**src/rtl/layer_operand_fetcher.sv**
```systemverilog
// Layer operand fetcher: walks a weight/input operand memory row by row, feeding a
// downstream element counter and waiting for its row-complete acknowledge.
module layer_operand_fetcher #(
  parameter int N_IN  = 3,
  parameter int N_OUT = 2,
  parameter int IW    = 2,
  parameter int WW    = 3,
  parameter int TMO   = 15,
  localparam int RW   = (N_OUT > 1) ? $clog2(N_OUT) : 1,
  localparam int TW   = $clog2(TMO + 1)
) (
  input  logic          clk,
  input  logic          rst,
  input  logic          start,
  input  logic          stall,
  input  logic          ack_mac,
  output logic          rd_en,
  output logic [IW-1:0] in_addr,
  output logic [WW-1:0] w_addr,
  output logic          ack,
  output logic          cnt_rst,
  output logic          busy,
  output logic          done,
  output logic          err,
  output logic [RW-1:0] row_idx
);

  typedef enum logic [2:0] {IDLE, FETCH, DRAIN, WAIT_MAC, NEXT, FIN} state_t;

  state_t        state, state_nxt;
  logic [RW-1:0] row, row_nxt;
  logic [IW-1:0] col, col_nxt;
  logic [TW-1:0] wait_cnt, wait_nxt;
  logic          err_q, err_nxt;
  logic          ack_q;
  logic          fetch;

  // NOTE: every always_comb target gets a default first, so no path can infer a latch.
  always_comb begin
    state_nxt = state;
    row_nxt   = row;
    col_nxt   = col;
    wait_nxt  = wait_cnt;
    err_nxt   = err_q;
    fetch     = 1'b0;
    case (state)
      IDLE: begin
        if (start) begin
          state_nxt = FETCH;
          row_nxt   = '0;
          col_nxt   = '0;
          err_nxt   = 1'b0;
        end
      end
      FETCH: begin
        if (!stall) begin
          fetch = 1'b1;
          if (col == IW'(N_IN - 1)) begin
            col_nxt   = '0;
            state_nxt = DRAIN;
          end else begin
            col_nxt = col + 1'b1;
          end
        end
      end
      DRAIN: begin
        wait_nxt  = '0;
        state_nxt = WAIT_MAC;
      end
      WAIT_MAC: begin
        if (ack_mac) begin
          state_nxt = NEXT;
        end else if (wait_cnt == TW'(TMO - 1)) begin
          err_nxt   = 1'b1;
          state_nxt = FIN;
        end else begin
          wait_nxt = wait_cnt + 1'b1;
        end
      end
      NEXT: begin
        if (row == RW'(N_OUT - 1)) begin
          state_nxt = FIN;
        end else begin
          row_nxt   = row + 1'b1;
          state_nxt = FETCH;
        end
      end
      FIN: begin
        row_nxt   = '0;
        state_nxt = IDLE;
      end
      default: state_nxt = IDLE;
    endcase
  end

  // NOTE: state registers use non-blocking assignments so every flop samples pre-edge values.
  always_ff @(negedge clk) begin
    if (rst) begin
      state    <= IDLE;
      row      <= '0;
      col      <= '0;
      wait_cnt <= '0;
      err_q    <= 1'b0;
      ack_q    <= 1'b0;
    end else begin
      state    <= state_nxt;
      row      <= row_nxt;
      col      <= col_nxt;
      wait_cnt <= wait_nxt;
      err_q    <= err_nxt;
      ack_q    <= fetch;
    end
  end

  // Outputs are masked by rst so they read zero for the whole reset cycle, not just after the edge.
  assign rd_en   = fetch && !rst;
  assign in_addr = (state == FETCH && !rst) ? col : '0;
  assign w_addr  = (state == FETCH && !rst) ? WW'(32'(row) * N_IN + 32'(col)) : '0;
  assign ack     = ack_q && !rst;
  assign cnt_rst = (state == NEXT) && !rst;
  assign busy    = !rst && (state inside {FETCH, DRAIN, WAIT_MAC, NEXT});
  assign done    = (state == FIN) && !rst;
  assign err     = err_q && !rst;
  assign row_idx = rst ? '0 : row;

endmodule
```
**config.mk**
```make
export PLATFORM = sky130hd
export DESIGN_NAME = layer_operand_fetcher
export DESIGN_NICKNAME = d
export VERILOG_FILES = /design/src/rtl/layer_operand_fetcher.sv
export SDC_FILE = /design/constraint.sdc
export NUM_CORES = 1
export LEC_CHECK = 0
export ABC_CLOCK_PERIOD_IN_PS = 3100
export BUFFER_PORTS_ARGS = -buffer_cell sky130_fd_sc_hd__clkbuf_2
export CAP_MARGIN = 20
export CORE_MARGIN = 1.5
export CORE_UTILIZATION = 55
export DETAILED_ROUTE_END_ITERATION = 7
export PLACE_DENSITY = 0.88
export SETUP_SLACK_MARGIN = 0.02
export SKIP_LAST_GASP = 1
export SLEW_MARGIN = 20
export SYNTH_ARGS = -nofsm -noshare
export SYNTH_HDL_FRONTEND = slang
export SYNTH_SLANG_ARGS = --single-unit
```
**constraint.sdc**
```tcl
create_clock -name clk -period 3.1 [get_ports clk]
set_clock_uncertainty 0.15 [all_clocks]
set_input_delay 0.62 -clock clk [delete_from_list [all_inputs] [get_ports clk]]
set_output_delay 0.62 -clock clk [all_outputs]
set_load 0.1 [all_outputs]
```
==> results of run 1 <==
per-stage QoR:
stage | util, % | TNS, ns | hold WS (ns) | worst slack, ns
after global placement | 96.87 | -2.936 | 0.3572 | -0.4797
after floorplan | - | -4.662 | 0.3114 | -0.6769
after detailed placement | 96.87 | -3.605 | 0.3910 | -0.5154
kinds of logic after synthesis:
logic type / Yosys count / share of synthesized area, %
buffers and inverters: 12 / 7.839
AND/OR/NAND/NOR: 49 / 36.48
adder cells (fa/ha/maj): 4 / 7.361
AO/OA/AOI/OAI: 16 / 14.24
XOR/XNOR: 3 / 3.361
flip-flops: 12 / 30.72
==> run summary, run 1 <==
In this run the number of H-tree levels came out at 1. dfxtp_1 takes more of the synthesized area than any other cell. The HPWL after detailed placement came out at 2118 um. The tree is rooted in a clkbuf_4. Sequential cells were found to cover 30.72% of the synthesized design area.

The longest clock path from root to sink contains 2 buffers. The fraction of post-synthesis cell area in the top cell type by area came out at 30.72%. The horizontal extent of the die came out at 40.71 um. The count of boundary I/O pins came out at 17.

The first error in the log reads "[ERROR DPL-0038] Utilization greater than 100%, impossible to legalize". The number of different library cells used by synthesis comes to 38. After synthesis, the cell types taking the most area are dfxtp_1 (31%), nor2_1 (7.7%), ha_1 (4.8%). The total of flip-flops plus latches after synthesis is 12. The run stopped with a tool error.

The last flow stage reached is clock tree synthesis (4_1_cts). The number of buffers added on ports is 16. TritonCTS created 3 clock buffers. The height of the die is 40.71 um. Synthesis produced a netlist with a net count of approximately 110. Synthesis handed over a netlist of 96 instances. By count the netlist is led by nor2_1 (16), dfxtp_1 (12), inv_1 (7), nor2b_1 (6), nor3_1 (4). The yosys synthesis warning count is 0. The synthesized area per cell is 8.146 um2.

The flip-flop cell with the highest count after synthesis is dfxtp_1. In this run the cell area measured after placement is 1276 um2. The congestion estimate from routability-driven global placement came to 0.8603. The synthesized cell area came out at 782.0 um2.

After detailed placement, the design holds a cell count of 139. The synthesized design contains 0 enable-type register cells. The initial core utilization is 59.35%. The sink count of the clock tree came out at 12.

Counting flops with an async set or reset pin after synthesis yields a share of 0%. The placement row count came out at 13. In the post-synthesis netlist, the cell with the most instances is nor2_1.
==> inputs of run 2 (changes only) <==
- CORE_AREA: unset -> 2 2 63 65
- CORE_MARGIN: 1.5 -> unset
- CORE_UTILIZATION: 55 -> unset
- DIE_AREA: unset -> 0 0 65 67
- PLACE_DENSITY: 0.88 -> unset
- PLACE_DENSITY_LB_ADDON: unset -> 0.15
- SETUP_SLACK_MARGIN: 0.02 -> unset
==> run 2 against run 1 <==
Effect of this change: the flow now finishes, with violations (setup timing); synthesized cell count unchanged; synthesized area unchanged.
==> run summary, run 2 <==
The routability congestion estimate was 0.7327 (-15%). The net count of the mapped netlist is 105 (unchanged). In the final routed layout, each cell accounts on average for 11.21 um. The worst hold path belongs to the class flip-flop to flip-flop. The sequential cell area fraction in the yosys report came out at 30.72% (unchanged). The worst path arrival time is about 3.1 ns. In the detailed route, the total length drawn on met3 is 137 um. The finished layout holds 195 standard cells, fillers aside. The worst hold-check slack is between 0.3 and 0.4 ns.

The clock root buffer is clkbuf_8. The largest registers in the layout are wait_cnt x4, state x3, col x2. The category of cells accounting for the largest share of critical-path delay is adder cells. The number of buffers added on ports came out at 16 (unchanged). The total wire length came out at 2186 um. The library cell used most frequently in the layout, excluding fill and tap cells, is buf_4. The largest stage delay on the critical path came out at 0.44 ns. The count of boundary I/O pins came out at 17 (unchanged).

The placed cell count came out at 174 (+25%). By area the synthesized netlist is led by dfxtp_1 (31%), nor2_1 (7.7%), ha_1 (4.8%). The areal power density over the cells came out at approximately 300 nW/um2. The run finished, with violations left. The antenna diode count came out at 0. The register with the most flip-flops in the final layout is wait_cnt. The height of the die came out at 67 um (+65%). The total power consumption of the routed design is 0.0004529 W.

Across the run, the number of max-cap violations was 0. The kind of end point of the critical path is a primary output. By startpoint and endpoint, the worst setup path is classified as flip-flop to primary output. The fill cell instance count of the final layout came out at 362.

By instance count, the leading cell after synthesis is nor2_1. The synthesized cell area is 782.0 um2 (unchanged). The remaining max-slew budget at the tightest pin is a little over four fifths. The maximum VDD drop is between 0.0001 and 0.00015 V. Summed over all cells, the static leakage comes to 0.6527 nW.

The met2 wire length is 1015 um. The clock-pin slew reported for the worst setup and hold paths after clock tree synthesis came out at around 0.030 ns. The post-placement setup slack is -0.4939 ns (+0.02154 ns). In the final timing run, aggregate negative setup slack is -6.354 ns. Traced cell by cell, the critical path runs through ha_4, inv_2, fa_2, nor2_4, buf_12. Setup repair after global routing could not meet its margin everywhere. The top layer used by detailed routing is met4. The total of flip-flops plus latches after synthesis was 12 (unchanged). The count of final hold-check violations is 0. The placement row count is 22 (+9). The checks that failed: setup timing.

The via-per-instance ratio is 4.303. The deepest clock path buffer count is 2 (unchanged). For this block, wires on met1 add up to 978 um. The wire length of the first global-routing pass came out at approximately 3600 um. Together, buffers and inverters on the worst path number 2. The total vias in the final route is roughly 840. The synthesized area per cell is 8.146 um2 (unchanged). Leaving out fill and tap cells, the most frequent cells in the layout are buf_4 (18), inv_1 (16), nor2_1 (12), buf_12 (12).

The sink count of the clock tree is 12 (unchanged). In the synthesized netlist the dominant register cell turns out to be dfxtp_1. From synthesis to final layout, the design area changed by 94.72%. The count of H-tree levels built during CTS is 1 (unchanged). The number of library cell types mapped by synthesis came out at 38 (unchanged). The number of instances in the synthesized netlist came out at 96 (unchanged). The share of flip-flops with an asynchronous set or reset came to 0% (unchanged). The number of antenna violations at the first check in global routing is 0. Entering global routing, the biggest net connects 9 pins. The number of hold buffers added after cts came out at 0. The net count reported at finish came out at between 150 and 200.

The first-pass iteration count of the detailed router came out at 2. The number of global-route vias before repair is 797. The transition at the pin with the smallest max-transition slack is 0.2251 ns. The number of DRC markers in iteration 0 is 13. The initial core utilization came out at 21.69% (-38 points). The CTS tree is yes. The horizontal extent of the die is 65 um (+60%). The HPWL after detailed placement is 1644 um (-22%). The clock buffer count from CTS is 3 (unchanged). The yosys synthesis warning count came to 0 (unchanged).

The remaining number of nets flagged by the antenna check after routing is 0. The worst-case setup margin in the final layout came out at -0.8117 ns. After global routing the overflow that remains totals 0. The fraction of final layout cells with drive strength greater than 1 came out at 53.74%. The remaining design rule violation count is 0. Counting instances in the post-synthesis netlist gives the leading cell types as nor2_1 (16), dfxtp_1 (12), inv_1 (7), nor2b_1 (6), nor3_1 (4). The largest individual stage delay along the critical path comes from the cell fa_2. Global routing consumed, over all layers together, 11.37% of the routing resources. The core region is 3606 um2.

Of all nets on the critical path, the largest fanout is 3. The max-slew violation count came out at 0. The register with the most flip-flops in the layout has 4 of them. Of all cell types, the one taking the most synthesized area is dfxtp_1. The fraction of post-synthesis cell area in the top cell type by area came out at 30.72% (unchanged). Data on the critical path is required at its endpoint by 2.33 ns. The clock latency at the later pin of the worst-skew pair came out at 0.32 ns. The number of enable flip-flop cells after synthesis came out at 0 (unchanged). The category of the worst setup path launch point is a flip-flop. Setup violations remaining at the end of the flow were counted as 12. The die area is ~4400 um2.
-- run 2: cell counts after synthesis --
Identical to the previous run, type by type.
-- run 2: area by class of cell --
| cell class | instances | area, um2 | share of cell area, % |
|---|---|---|---|
| repair buffers | 41 | 474.2 | 31.14 |
| well taps | 48 | 60.06 | 3.944 |
| clock inverters | 12 | 45.04 | 2.958 |
| clock buffers | 3 | 41.29 | 2.712 |
| flip-flops and latches | 12 | 252.7 | 16.60 |
| inverters | 7 | 26.28 | 1.726 |
| multi-input cells | 72 | 623.1 | 40.92 |
-- run 2: routing by layer --
| layer | global-route usage (%) | up-vias |
|---|---|---|
| met5 | 0 | - |
| met3 | 5.405 | 6 |
| met1 | 12.33 | 384 |
| li1 | - | 428 |
| met2 | 16.75 | 21 |
| met4 | 9.309 | 0 |
-- run 2: path summary, 6_finish.rpt --
path	depth (start not counted)	to	slack [ns]	from
worst max-delay path	5	w_addr[1]	-0.81	row$_SDFFE_NP0P_
worst min-delay path	1	wait_cnt[1]$_SDFFE_NP0P_	0.38	wait_cnt[1]$_SDFFE_NP0P_
worst max register to register	6	state[2]$_SDFFE_NP0P_	1.54	wait_cnt[0]$_SDFFE_NP0P_
worst min register to register	1	wait_cnt[1]$_SDFFE_NP0P_	0.38	wait_cnt[1]$_SDFFE_NP0P_
-- run 2: repair_timing --
item                       CTS  global route
setup endpoints to repair   12            12
buffers inserted             6             3
gates resized for setup     13             4
pin swaps                    8             7
-- run 2: power by group --
group          total (W)  internal [W]  switching, W
combinational  0.0000855     0.0000390     0.0000465
clock           0.000209      0.000107      0.000102
sequential      0.000159      0.000157    0.00000183
total           0.000453      0.000303      0.000150
-- run 2: cells by family (layout without fill, tap and decap cells) --
family,Yosys count,after routing,share of synthesized area (%)
fa+ha+maj,4,4,7.361
simple gates,49,49,36.48
buf+inv,12,63,7.839
xor+xnor,3,3,3.361
compound gates,16,16,14.24
flops,12,12,30.72
-- run 2: metrics by stage --
step / util, % / area, um2
floorplan: - / 914.6
global route: 42.23 / 1523
global placement: 36.95 / 1333
CTS: 41.81 / 1508
detailed placement: 36.95 / 1333
finish: 42.23 / 1523
-- run 2: worst reg2reg max path, stage by stage (launching register included) --
cell	delay, ns
dfxtp_1	0.33
inv_1	0.07
ha_1	0.21
and3_1	0.21
o211a_1	0.21
a31oi_1	0.20
nor2_1	0.06
Power figures use the tool's default switching activity.
